**config.mk**
```make
export PLATFORM = sky130hd
export DESIGN_NAME = mem_arbiter
export DESIGN_NICKNAME = d
export VERILOG_FILES = /design/src/rtl/mem_arbiter.sv
export SDC_FILE = /design/constraint.sdc
export NUM_CORES = 1
export LEC_CHECK = 0
export BUFFER_PORTS_ARGS = -buffer_cell sky130_fd_sc_hd__buf_2
export CORE_MARGIN = 3
export CORE_UTILIZATION = 35
export DETAILED_ROUTE_END_ITERATION = 16
export PLACE_DENSITY = 0.62
export SLEW_MARGIN = 20
export SYNTH_ARGS = -nofsm -noshare
export SYNTH_HDL_FRONTEND = slang
export SYNTH_SLANG_ARGS = --single-unit
```
**constraint.sdc**
```tcl
create_clock -name clk -period 7.5 [get_ports clk]
set_input_delay 1.5 -clock clk [delete_from_list [all_inputs] [get_ports clk]]
set_output_delay 1.5 -clock clk [all_outputs]
set_load 0.005 [all_outputs]
```
**src/rtl/mem_arbiter.sv**
```systemverilog
// Two-port arbiter sharing one memory port between the CPU and the debug port.
// Optional build macro ARB_FAIR_EN: alternate grants when both ports contend.
module mem_arbiter #(
    parameter int unsigned TIMEOUT   = 1024,
    parameter logic [31:0] ERR_RDATA = 32'hDEADBEEF
) (
    input  logic        clk,
    input  logic        resetn,
    input  logic        cpu_valid,
    input  logic        cpu_instr,
    input  logic [31:0] cpu_addr,
    input  logic [31:0] cpu_wdata,
    input  logic [3:0]  cpu_wstrb,
    output logic        cpu_ready,
    output logic [31:0] cpu_rdata,
    input  logic        dbg_valid,
    input  logic [31:0] dbg_addr,
    input  logic [31:0] dbg_wdata,
    input  logic [3:0]  dbg_wstrb,
    output logic        dbg_ready,
    output logic [31:0] dbg_rdata,
    input  logic        dbg_halt,
    output logic        cpu_halted,
    output logic        mem_valid,
    output logic        mem_instr,
    output logic [31:0] mem_addr,
    output logic [31:0] mem_wdata,
    output logic [3:0]  mem_wstrb,
    input  logic        mem_ready,
    input  logic [31:0] mem_rdata,
    output logic        timeout_err
);

    typedef enum logic [1:0] {
        IDLE     = 2'd0,
        CPU_XFER = 2'd1,
        DBG_XFER = 2'd2,
        RESP     = 2'd3
    } state_t;

    localparam logic [15:0] CNT_LAST = 16'(TIMEOUT - 1);

    state_t      r_state;
    state_t      w_next;
    logic        r_own_dbg;
    logic [15:0] r_cnt;
    logic        w_grant_cpu;
    logic        w_grant_dbg;
    logic        w_xfer;
    logic        w_abort;
    logic        w_done;

    assign w_xfer  = (r_state == CPU_XFER) || (r_state == DBG_XFER);
    assign w_abort = w_xfer && !mem_ready && (r_cnt == CNT_LAST);
    assign w_done  = w_xfer && (mem_ready || w_abort);

    always_ff @(posedge clk) begin
        if (!resetn) begin
            r_state <= IDLE;
        end else begin
            r_state <= w_next;
        end
    end

    always_comb begin
        w_next      = r_state;
        w_grant_cpu = 1'b0;
        w_grant_dbg = 1'b0;
        case (r_state)
            IDLE: begin
`ifdef ARB_FAIR_EN
                // r_own_dbg still holds the previous owner, so it doubles as the fairness flag.
                if (dbg_valid && cpu_valid && !dbg_halt && r_own_dbg) begin
                    w_grant_cpu = 1'b1;
                end else if (dbg_valid) begin
                    w_grant_dbg = 1'b1;
                end else if (cpu_valid && !dbg_halt) begin
                    w_grant_cpu = 1'b1;
                end
`else
                if (dbg_valid) begin
                    w_grant_dbg = 1'b1;
                end else if (cpu_valid && !dbg_halt) begin
                    w_grant_cpu = 1'b1;
                end
`endif
                if (w_grant_dbg) begin
                    w_next = DBG_XFER;
                end else if (w_grant_cpu) begin
                    w_next = CPU_XFER;
                end
            end
            CPU_XFER, DBG_XFER: begin
                if (w_done) begin
                    w_next = RESP;
                end
            end
            RESP:    w_next = IDLE;
            default: w_next = IDLE;
        endcase
    end

    always_ff @(posedge clk) begin
        if (!resetn) begin
            r_own_dbg   <= 1'b0;
            r_cnt       <= '0;
            mem_valid   <= 1'b0;
            mem_instr   <= 1'b0;
            mem_addr    <= '0;
            mem_wdata   <= '0;
            mem_wstrb   <= '0;
            cpu_rdata   <= '0;
            dbg_rdata   <= '0;
            timeout_err <= 1'b0;
        end else if (w_grant_dbg || w_grant_cpu) begin
            r_own_dbg <= w_grant_dbg;
            r_cnt     <= '0;
            mem_valid <= 1'b1;
            mem_instr <= w_grant_dbg ? 1'b0      : cpu_instr;
            mem_addr  <= w_grant_dbg ? dbg_addr  : cpu_addr;
            mem_wdata <= w_grant_dbg ? dbg_wdata : cpu_wdata;
            mem_wstrb <= w_grant_dbg ? dbg_wstrb : cpu_wstrb;
        end else if (w_done) begin
            mem_valid <= 1'b0;
            if (r_own_dbg) begin
                dbg_rdata <= mem_ready ? mem_rdata : ERR_RDATA;
            end else begin
                cpu_rdata <= mem_ready ? mem_rdata : ERR_RDATA;
            end
            if (!mem_ready) begin
                timeout_err <= 1'b1;
            end
        end else if (w_xfer) begin
            r_cnt <= r_cnt + 16'd1;
        end
    end

    assign cpu_ready  = (r_state == RESP) && !r_own_dbg;
    assign dbg_ready  = (r_state == RESP) &&  r_own_dbg;
    // Halted only once no CPU transfer (including its response cycle) is in flight.
    assign cpu_halted = dbg_halt && (r_state != CPU_XFER)
                        && !((r_state == RESP) && !r_own_dbg);

endmodule

```
==> out/results.ini <==
[placed_design]
numPlacedInstances = 1390
dpl_cell_area_sq_mm = 0.008887
dpl.hpwl_mm = 16.68
port_buffers = 312
place.gp.congestion = 0.8127

[timing]
hold_viol = 0
slew-limit-headroom_pct = 26.15
hold_slack_ns = 0.4630
finalSetupViolations = 0
max_freq_mhz = 289.2
worstMarginPinSlew_ns = 1.108
min_period_ns = 3.457
setup_tns_ns = 0
slew_viol_final = 0
finalClockSkew_ns = 0.009565
rsz0062_at_grt = no
period_share_pct = 46.10

[worst_setup_path]
cpMostUsedCell = buf_2
r2r_setup_slack_ns = 4.58
path_class = input port to primary output
cpPeakStageDelay_ns = 0.18
required_ns = 6.00
regToRegEndpoint = r_state[1]
path_cells = buf_2 > nor3b_1 > buf_2
end_kind = primary output
path_buf_inv = 2
crit_fanout = 4
r2r_cells = 6
crit_family = buffers and inverters
startpoint_type = input port
r2r_start = r_state[0]
arrival_ns = 1.96
cp_slowest_cell = nor3b_1

[cells_and_area]
final_core_util_pct = 47.65
finalInstanceArea_sq_mm = 0.009457
instances_no_fill = 1423
layout.nets = 1324
synthToLayoutAreaGrowth_pct = 30.87
drive_gt1_share_pct = 31.63

[clock_tree]
cts_sinks = 154
clock_path_buffers = 2
clk_latency_ns = 0.42
cts-resized-gates = 0
cts_tree = done
numCtsBuffers = 17
clk_root_buffer_cell = clkbuf_16
cts_setup_buffers = 0
h-tree-depth = 4
clk_pin_slew_ns = 0.06
postCtsHoldBufs = 0

[grt]
antenna_found_initial = 1
grt_pass1_wl_mm = 37.83
grt_max_degree = 83
track_usage_pct = 20.93
overflow = 0
first_global_vias = 7090

[power]
p_per_area_mw_per_mm2 = 342.7
ir_drop_uv = 233.3
total_leakage_power_nw = 4.747

[yosys]
yosys.cell_types.count = 44
synthArstFlopShare_pct = 0
synthCells = 889
synth_edf_count = 0
syn_nets = 1069
synthFlopType = dfxtp_1
ys_seq_area_share_pct = 42.67
synth.avg_cell_area_sq_um = 8.128
synthesis.area_sq_mm = 0.007226
yosysWarningCount = 0
synth_area_leaders = dfxtp_1, o211a_1, nand2_1, nand3_1, a211oi_1
synth.ff_latch_count = 154
yosys.area.top_type = dfxtp_1
synth_top_area_share_pct = 42.67

[die]
core_sq_mm = 0.01985
fp-row-count = 51
initial_core_util_pct = 36.41
die_h_um = 149.7
io_pins = 313
dieArea_sq_mm = 0.02240
die_x_um = 149.7

[worst_hold_path]
hp-start = mem_instr
min_path_cells = 2
hold_path_end = mem_instr
hold_path_class = register to register

[run_status]
status = finished clean

[flow_run]
maxCapViolCount = 0

[drt]
initialDrtViolationCount = 339
wire_per_inst_um = 17.05
vias_per_cell = 5.276
wirelength_mm = 24.26
drtPass1Iterations = 5
drcViolationCount = 0
vias = 7508
ant_nets = 0

-- routing by layer --
| layer | up-vias | global-route usage (%) | wire, um |
|---|---|---|---|
| li1 | 3733 | - | - |
| met4 | 2 | 4.758 | 258 |
| met1 | 3487 | 26.92 | 10200 |
| met3 | 20 | 6.784 | 2055 |
| met2 | 266 | 34.37 | 11740 |
| met5 | - | 0 | 7 |
-- metrics by stage --
step | total power [mW] | setup WS [ns]
finish | 3.241 | 4.043
global route | 3.463 | 3.976
CTS | 3.274 | 4.038
detailed placement | 2.422 | 3.785
global placement | 2.403 | 3.878
floorplan | 1.965 | 4.300
-- registers in the layout, indices dropped and copies added, names as in the netlist --
| name | cells |
|---|---|
| cpu_rdata | 32 |
| dbg_rdata | 32 |
| mem_addr | 32 |
| mem_instr | 1 |
| mem_valid | 1 |
| mem_wdata | 32 |
| mem_wstrb | 4 |
| r_cnt | 16 |
| r_own_dbg | 1 |
| r_state | 2 |
| timeout_err | 1 |
-- power breakdown --
group / switching (mW) / internal (mW) / leakage (nW)
combinational: 0.815 / 0.479 / 3.22
clock: 0.377 / 0.466 / 0.272
sequential: 0.105 / 1.00 / 1.26
total: 1.30 / 1.94 / 4.75
-- logic make-up (layout without fill, tap and decap cells) --
group                      count (synthesis)  count (layout)  share of synthesized area (%)
AOI/OAI and AO/OA                        226             226                          24.10
DFF                                      154             154                          42.67
adders and majority gates                  5               5                         0.8658
buffers and inverters                     95             363                          5.281
muxes                                     14              14                          1.939
and+or+nand+nor                          395             395                          25.14
other                                      0               1                              0
-- worst reg2reg max path, stage by stage, from the launching register on --
cell	delay (ns)
dfxtp_1	0.38
inv_1	0.08
ha_1	0.41
or4b_1	0.53
or4_1	0.80
a211oi_2	0.44
mux2i_1	0.22
-- cell usage after synthesis, types with 2 or more instances --
master    instances
nand4_1           6
dfxtp_1         154
and3_1            5
o21a_1            3
nand3b_1         13
nor3_1           49
nor2_1           48
clkbuf_1         81
nor4_2            2
a21boi_0         10
nand3_1          95
a21oi_1          11
nor2b_1           3
o211ai_1          2
or3_1             3
buf_2             2
buf_1             3
nor3b_1           2
o21ai_0          51
a211oi_1         53
o311ai_1          7
a21boi_1          8
o211a_1          68
inv_1             6
ha_1              5
nand2_1         159
and2_1            3
o311ai_0          8
mux2i_1          14
-- worst max path at each step --
stage                   from            end  slack, ns  cells past startpoint
finish              dbg_halt     cpu_halted       4.04                      3
global route        dbg_halt     cpu_halted       3.98                      3
CTS                 dbg_halt     cpu_halted       4.04                      3
detailed placement  dbg_halt  mem_wdata[21]       3.78                      6
global placement    dbg_halt   mem_wdata[1]       3.88                      6
floorplan           dbg_halt     cpu_halted       4.30                      1
-- layout by cell type (no fill, tap or decap), drive strengths merged, types with 4 or more instances in the layout --
| cell | count |
|---|---|
| nand3b | 13 |
| a211oi | 54 |
| a21boi | 18 |
| o211a | 68 |
| and2 | 4 |
| nand2 | 159 |
| nand4 | 6 |
| nand3 | 95 |
| a21oi | 11 |
| ha | 5 |
| and3 | 5 |
| dfxtp | 154 |
| clkbuf | 18 |
| mux2i | 14 |
| o311ai | 16 |
| buf | 325 |
| nor3 | 49 |
| o21ai | 52 |
| nor2 | 48 |
| inv | 13 |
-- final cells by class --
class                   count  area, sq um
fillers                  1986        10390
multi-input cells         640         3789
flip-flops and latches    154         3083
repair buffers            325         1662
clock buffers              18        429.2
well taps                 265        331.6
clock inverters            14        137.6
inverters                   6        22.52
diodes                      1        2.502
(Power assumes the default switching activity.)
